==> src/rtl/fixed_point_alu.sv <==
// Multi-cycle signed fixed-point unit: saturating ADD/SUB, chunked MUL, bit-serial SQRT.
// Start/busy/done handshake; one MUL_CHUNK x MUL_CHUNK multiplier shared across all partials.
module fixed_point_alu #(
  parameter int unsigned WIDTH     = 32,
  parameter int unsigned FBITS     = 10,
  parameter int unsigned MUL_CHUNK = 16
) (
  input  logic             clk,
  input  logic             reset,
  input  logic             start,
  input  logic [2:0]       operation,
  input  logic [WIDTH-1:0] operand_1,
  input  logic [WIDTH-1:0] operand_2,
  output logic [WIDTH-1:0] result,
  output logic             done,
  output logic             busy,
  output logic             overflow,
  output logic             error
);

  localparam int unsigned N    = WIDTH / MUL_CHUNK;
  localparam int unsigned IdxW = (N > 1) ? $clog2(N) : 1;
  localparam int unsigned R    = ((WIDTH + FBITS + 1) / 2) * 2;
  localparam int unsigned H    = R / 2;
  localparam int unsigned RemW = H + 2;
  localparam int unsigned CntW = $clog2(H + 1);
  localparam int unsigned AccW = 2 * WIDTH;
  localparam int unsigned ShW  = $clog2(AccW);

  localparam logic [2:0] OpAdd  = 3'd0;
  localparam logic [2:0] OpSub  = 3'd1;
  localparam logic [2:0] OpMul  = 3'd2;
  localparam logic [2:0] OpSqrt = 3'd3;

  localparam logic [WIDTH-1:0] MaxPos = {1'b0, {(WIDTH-1){1'b1}}};
  localparam logic [WIDTH-1:0] MinNeg = {1'b1, {(WIDTH-1){1'b0}}};

  typedef enum logic [1:0] {StIdle, StMulAcc, StSqrtIter, StFinish} state_e;

  state_e             state_q, state_d;
  logic [2:0]         op_q, op_d;
  logic [WIDTH-1:0]   a_q, a_d;
  logic [WIDTH-1:0]   b_q, b_d;
  logic [WIDTH-1:0]   a_mag_q, a_mag_d;
  logic [WIDTH-1:0]   b_mag_q, b_mag_d;
  logic               neg_q, neg_d;
  logic [AccW-1:0]    acc_q, acc_d;
  logic [IdxW-1:0]    i_q, i_d;
  logic [IdxW-1:0]    j_q, j_d;
  logic [R-1:0]       rad_q, rad_d;
  logic [H-1:0]       rem_q, rem_d;
  logic [H-1:0]       root_q, root_d;
  logic [CntW-1:0]    cnt_q, cnt_d;
  logic [WIDTH-1:0]   result_q, result_d;
  logic               done_q, done_d;
  logic               busy_q, busy_d;
  logic               overflow_q, overflow_d;
  logic               error_q, error_d;

  logic [N-1:0][MUL_CHUNK-1:0] a_chunks, b_chunks;
  logic [2*MUL_CHUNK-1:0]      prod;
  logic [ShW-1:0]              shift_amt;
  logic [WIDTH:0]              addsub;
  logic [AccW-1:0]             mul_mag;
  logic [AccW-1:0]             pos_lim;
  logic [AccW-1:0]             neg_lim;
  logic [RemW-1:0]             rem_shift;
  logic [RemW-1:0]             trial;
  logic                        root_bit;

  assign a_chunks = a_mag_q;
  assign b_chunks = b_mag_q;

  // The only multiplier in the design; operands selected by the chunk-pair counters.
  assign prod      = (2*MUL_CHUNK)'(a_chunks[i_q]) * (2*MUL_CHUNK)'(b_chunks[j_q]);
  assign shift_amt = ShW'(MUL_CHUNK) * (ShW'(i_q) + ShW'(j_q));

  assign addsub = (op_q == OpSub) ? ({a_q[WIDTH-1], a_q} - {b_q[WIDTH-1], b_q})
                                  : ({a_q[WIDTH-1], a_q} + {b_q[WIDTH-1], b_q});

  assign mul_mag = acc_q >> FBITS;
  assign pos_lim = AccW'(MaxPos);
  assign neg_lim = pos_lim + AccW'(1);

  assign rem_shift = {rem_q, rad_q[R-1:R-2]};
  assign trial     = {root_q, 2'b01};
  assign root_bit  = (rem_shift >= trial);

  always_comb begin
    state_d    = state_q;
    op_d       = op_q;
    a_d        = a_q;
    b_d        = b_q;
    a_mag_d    = a_mag_q;
    b_mag_d    = b_mag_q;
    neg_d      = neg_q;
    acc_d      = acc_q;
    i_d        = i_q;
    j_d        = j_q;
    rad_d      = rad_q;
    rem_d      = rem_q;
    root_d     = root_q;
    cnt_d      = cnt_q;
    result_d   = result_q;
    done_d     = 1'b0;
    busy_d     = busy_q;
    overflow_d = overflow_q;
    error_d    = error_q;

    unique case (state_q)
      StIdle: begin
        if (start) begin
          op_d       = operation;
          a_d        = operand_1;
          b_d        = operand_2;
          a_mag_d    = operand_1[WIDTH-1] ? -operand_1 : operand_1;
          b_mag_d    = operand_2[WIDTH-1] ? -operand_2 : operand_2;
          neg_d      = operand_1[WIDTH-1] ^ operand_2[WIDTH-1];
          acc_d      = '0;
          i_d        = '0;
          j_d        = '0;
          rad_d      = R'({operand_1, {FBITS{1'b0}}});
          rem_d      = '0;
          root_d     = '0;
          cnt_d      = '0;
          busy_d     = 1'b1;
          overflow_d = 1'b0;
          error_d    = 1'b0;
          case (operation)
            OpMul:   state_d = StMulAcc;
            OpSqrt:  state_d = operand_1[WIDTH-1] ? StFinish : StSqrtIter;
            default: state_d = StFinish;
          endcase
        end
      end

      StMulAcc: begin
        acc_d = acc_q + (AccW'(prod) << shift_amt);
        if (j_q == IdxW'(N - 1)) begin
          j_d = '0;
          i_d = i_q + IdxW'(1);
          if (i_q == IdxW'(N - 1)) state_d = StFinish;
        end else begin
          j_d = j_q + IdxW'(1);
        end
      end

      StSqrtIter: begin
        // Restoring step: the top remainder bit can only be lost on the final iteration.
        rem_d  = root_bit ? H'(rem_shift - trial) : H'(rem_shift);
        root_d = {root_q[H-2:0], root_bit};
        rad_d  = rad_q << 2;
        cnt_d  = cnt_q + CntW'(1);
        if (cnt_q == CntW'(H - 1)) state_d = StFinish;
      end

      StFinish: begin
        done_d  = 1'b1;
        busy_d  = 1'b0;
        state_d = StIdle;
        case (op_q)
          OpAdd, OpSub: begin
            if (addsub[WIDTH] != addsub[WIDTH-1]) begin
              result_d   = addsub[WIDTH] ? MinNeg : MaxPos;
              overflow_d = 1'b1;
            end else begin
              result_d = addsub[WIDTH-1:0];
            end
          end
          OpMul: begin
            if (neg_q && (mul_mag != '0)) begin
              if (mul_mag > neg_lim) begin
                result_d   = MinNeg;
                overflow_d = 1'b1;
              end else begin
                result_d = -mul_mag[WIDTH-1:0];
              end
            end else if (mul_mag > pos_lim) begin
              result_d   = MaxPos;
              overflow_d = 1'b1;
            end else begin
              result_d = mul_mag[WIDTH-1:0];
            end
          end
          OpSqrt: begin
            if (a_q[WIDTH-1]) begin
              result_d = '0;
              error_d  = 1'b1;
            end else begin
              result_d = WIDTH'(root_q);
            end
          end
          default: begin
            result_d = '0;
            error_d  = 1'b1;
          end
        endcase
      end

      default: state_d = StIdle;
    endcase
  end

  always_ff @(posedge clk or posedge reset) begin
    if (reset) begin
      state_q    <= StIdle;
      op_q       <= '0;
      a_q        <= '0;
      b_q        <= '0;
      a_mag_q    <= '0;
      b_mag_q    <= '0;
      neg_q      <= 1'b0;
      acc_q      <= '0;
      i_q        <= '0;
      j_q        <= '0;
      rad_q      <= '0;
      rem_q      <= '0;
      root_q     <= '0;
      cnt_q      <= '0;
      result_q   <= '0;
      done_q     <= 1'b0;
      busy_q     <= 1'b0;
      overflow_q <= 1'b0;
      error_q    <= 1'b0;
    end else begin
      state_q    <= state_d;
      op_q       <= op_d;
      a_q        <= a_d;
      b_q        <= b_d;
      a_mag_q    <= a_mag_d;
      b_mag_q    <= b_mag_d;
      neg_q      <= neg_d;
      acc_q      <= acc_d;
      i_q        <= i_d;
      j_q        <= j_d;
      rad_q      <= rad_d;
      rem_q      <= rem_d;
      root_q     <= root_d;
      cnt_q      <= cnt_d;
      result_q   <= result_d;
      done_q     <= done_d;
      busy_q     <= busy_d;
      overflow_q <= overflow_d;
      error_q    <= error_d;
    end
  end

  assign result   = result_q;
  assign done     = done_q;
  assign busy     = busy_q;
  assign overflow = overflow_q;
  assign error    = error_q;

endmodule
==> config.mk <==
export PLATFORM = sky130hd
export DESIGN_NAME = fixed_point_alu
export DESIGN_NICKNAME = d
export VERILOG_FILES = /design/src/rtl/fixed_point_alu.sv
export SDC_FILE = /design/constraint.sdc
export NUM_CORES = 2
export LEC_CHECK = 0
export BUFFER_PORTS_ARGS = -buffer_cell sky130_fd_sc_hd__buf_2
export CORE_ASPECT_RATIO = 2
export CORE_MARGIN = 4
export CORE_UTILIZATION = 62
export DETAILED_ROUTE_END_ITERATION = 16
export MAX_ROUTING_LAYER = met4
export PLACE_DENSITY = 0.81
export SETUP_SLACK_MARGIN = 0.4
export SLEW_MARGIN = 10
export SYNTH_ARGS = -nofsm -noshare
export SYNTH_HDL_FRONTEND = slang
export SYNTH_SLANG_ARGS = --single-unit
==> constraint.sdc <==
create_clock -name clk -period 11.91 [get_ports clk]
set_clock_uncertainty 0.2 [all_clocks]
set_input_delay 0 -clock clk [delete_from_list [all_inputs] [get_ports clk]]
set_output_delay 0 -clock clk [all_outputs]
set_load 0.005 [all_outputs]
==> flow_summary.yaml <==
critical_path:
  crit_required_ns: 12.25
  worst_path_largest_cell_delay_ns: 0.85
  crit_family: "adder cells"
  critPathCaptureType: "flop"
  crit_top_cell: "fa_1"
  worst-path-max-fanout: 9
  timing.reg2reg.setup_slack_ns: 1.12
  slowest_stage: "a2111oi_0"
  crit_type: "reg2reg"
  startpoint_type: "flop"
  worst-path-buf-inv: 4
  arrival_ns: 11.13
  worstRegToRegCells: 35
  path_depth: 35
grt:
  grt_util_all_layers: 0.399
  grt_pass1_vias: 28769
  grt_pass1_wl_mm: 163
  grt_overflow: 0
  grt_max_degree: 121
  antenna_found_initial: 0
clocking:
  tritoncts.num_buffers: 30
  htreeDepth: 1
  cts_root_buffer: "clkbuf_16"
  clock_sink_count: 313
  post_cts_buffers: 0
  cts.path.max_buffers: 3
  cts_tree: "yes"
  clkSlewWorstSetupHoldPaths_ns: 0.09
  clock_latency_ns: 0.62
sta:
  fin_crit_sh: 0.906
  hold_viol: 0
  setup_violations: 0
  fin_tns_setup_ns: 0
  setup_slack_ns: 1.12
  finalCriticalPeriod_ns: 10.79
  slew_violations: 0
  fmax_mhz: 92.6
  worst_pin_slew_ns: 1.18
  rsz0062_at_grt: "false"
  slew_headroom: 0.213
detailed_routing:
  drt_iter0_markers: 2461
  via_count: 28304
  wl_mm: 106
  first_pass_iters: 7
  ant_nets: 0
  drc: 0
  viasPerCell: 6.46
  avgRoutedWirePerCell_um: 24.2
yosys:
  async_flop_share: 1.00
  syn-cell-area_mm2: 0.0309
  ys_seq_elements: 313
  synth.avg_cell_area_um2: 8.57
  synth_nets: 4098
  yosysWarnings: 0
  synth-edff-count: 0
  synth_cell_types: 85
  ys_seq_area_frac: 0.254
  ys.flop_type: "dfrtp_1"
  synthCells: 3599
min_path:
  hold_depth: 3
  hold_class: "in2reg"
placed_design:
  place_congestion: 1.08
  postPlaceCellArea_mm2: 0.0320
  post-place-ws_ns: 1.01
  portBuffers: 105
  dp_hpwl_mm: 80.4
cells_and_area:
  final_area_mm2: 0.0339
  area_delta_synth_final_pct: 9.80
  fin_nets: 4212
  layout-drive-gt1-share: 0.0897
  utilization: 0.689
floorplan:
  ios: 106
  core_mm2: 0.0492
  die_w_um: 166
  rows: 115
  initial_core_util: 0.627
  die_h_um: 324
  die-area_mm2: 0.0536
run:
  max-cap-violations: 0
status:
  outcome: "completed"
cell usage in the layout (no fill, tap or decap), types with 11 or more instances in the layout:
master	netlist	layout
nor3_1	38	38
ha_1	233	233
dlygate4sd3_1	0	84
fa_1	196	196
a22o_1	11	11
or4_1	20	20
buf_2	3	105
o31ai_1	47	47
inv_1	313	312
nand2_1	460	458
o41ai_1	14	14
a21boi_0	11	11
mux2_2	92	92
a21oi_1	202	202
o21ai_0	283	280
o21bai_1	28	28
and2_1	31	31
nand4_1	23	23
xnor2_1	91	91
nor2b_1	39	39
nor2_1	287	285
and3_1	13	13
nand2b_1	35	35
o22ai_1	61	61
a31oi_1	19	19
a211oi_1	13	13
a21o_1	90	90
clkbuf_16	0	31
dfrtp_1	313	312
nand3_1	43	43
or2_2	15	15
nor4_1	17	17
o21ai_1	14	15
or3_1	34	34
o21a_1	31	31
xor2_1	129	129
buf_4	2	41
mux2i_1	74	72
path summary, 6_finish.rpt:
path                                   start            to
worst max-delay path                     i_q     acc_q[63]
worst min register to register  b_chunks[20]  b_chunks[20]
min in group asynchronous              reset     acc_q[21]
worst max register to register           i_q     acc_q[63]
max in group asynchronous              reset       b_q[12]
worst min-delay path            operand_2[9]        b_q[9]
repair_timing:
action / in CTS / in global routing
hold endpoints to repair: 278 / 0
endpoints found under the setup margin: 0 / 3
hold buffers: 84 / 0
gates resized for setup: 0 / 4
layer usage:
layer / GRT usage / wire (um) / vias up
met5: - / 0 / -
met4: 0.314 / 11200 / 0
met3: 0.0518 / 7050 / 571
met2: 0.684 / 52800 / 1446
met1: 0.414 / 34800 / 13638
li1: - / - / 12649
metrics by stage:
step                hold slack, ns  std cells
global route                0.0614       4377
global placement            0.0149       4240
floorplan                  -0.0609       3599
detailed placement          0.0220       4240
CTS                         0.0170       4377
finish                      0.0517       4379
layout make-up:
cell class	count	area (um2)
antenna	2	5.00
inverter	314	1190
fill	4041	15300
multi-input combinational	2823	21300
clock buffer	39	846
timing repair buffer	231	1690
tap	643	805
clock inverter	14	214
sequential	313	7830
synth_stat cells (6+ instances only):
cell type	count	area share
a21o_1	90	0.022
xor2_1	129	0.037
nor2b_1	39	0.0079
a21boi_0	11	0.0027
or4_1	20	0.0049
nand3_1	43	0.0070
o21bai_1	28	0.0068
or2_2	15	0.0030
ha_1	233	0.094
o31ai_1	47	0.011
a31oi_1	19	0.0039
and4_1	7	0.0020
dfrtp_1	313	0.25
clkbuf_1	130	0.016
nand2_1	460	0.056
or3_1	34	0.0069
o211ai_1	9	0.0022
o22ai_1	61	0.012
a221oi_1	6	0.0017
o21ai_1	14	0.0023
mux2i_1	74	0.024
a211oi_1	13	0.0032
and2_1	31	0.0063
xnor2_1	91	0.026
o311ai_1	10	0.0028
nand4_1	23	0.0047
a21oi_1	202	0.033
mux2_2	92	0.034
buf_1	9	0.0011
o41ai_1	14	0.0040
nor4_1	17	0.0034
nor3_1	38	0.0062
fa_1	196	0.13
inv_1	313	0.038
and3_1	13	0.0026
nor2_1	287	0.035
o221ai_1	10	0.0028
o31a_1	6	0.0017
a22o_1	11	0.0031
nand2b_1	35	0.0071
o21ai_0	283	0.046
o21a_1	31	0.0075
worst reg2reg max path: cells and delay by family, from the launching register on:
kind | cells | cell delay [ns]
adder cells (fa/ha/maj) | 8 | 4.03
AO/OA/AOI/OAI | 13 | 3.19
AND/OR/NAND/NOR | 6 | 1.24
multiplexers | 2 | 0.84
flip-flops | 1 | 0.58
XOR/XNOR | 2 | 0.41
buffers and inverters | 4 | 0.21
flip-flops by register name (all words and copies together), names as in the netlist:
| signal | flops |
|---|---|
| acc_q | 64 |
| a_q | 32 |
| b_q | 32 |
| rad_q | 32 |
| result | 32 |
| a_chunks | 31 |
| b_chunks | 31 |
| rem_q | 21 |
| root_q | 21 |
| cnt_q | 5 |
| op_q | 3 |
| state_q | 2 |
| busy | 1 |
| done | 1 |
| error | 1 |
| i_q | 1 |
| j_q | 1 |
| neg_q | 1 |
| overflow | 1 |
logic make-up after synthesis:
kind of cell / count (synthesis) / share of synthesized area
and+or+nand+nor: 1093 / 0.162
AOI/OAI and AO/OA: 915 / 0.185
buffers and inverters: 463 / 0.0579
adders and majority gates: 429 / 0.222
DFF: 313 / 0.254
xor gates and xnor gates: 220 / 0.0624
muxes: 166 / 0.0576
Power is left out: the tool's default activity adds up to more than one toggle a clock period on the data nets, which glitch-free logic cannot reach.
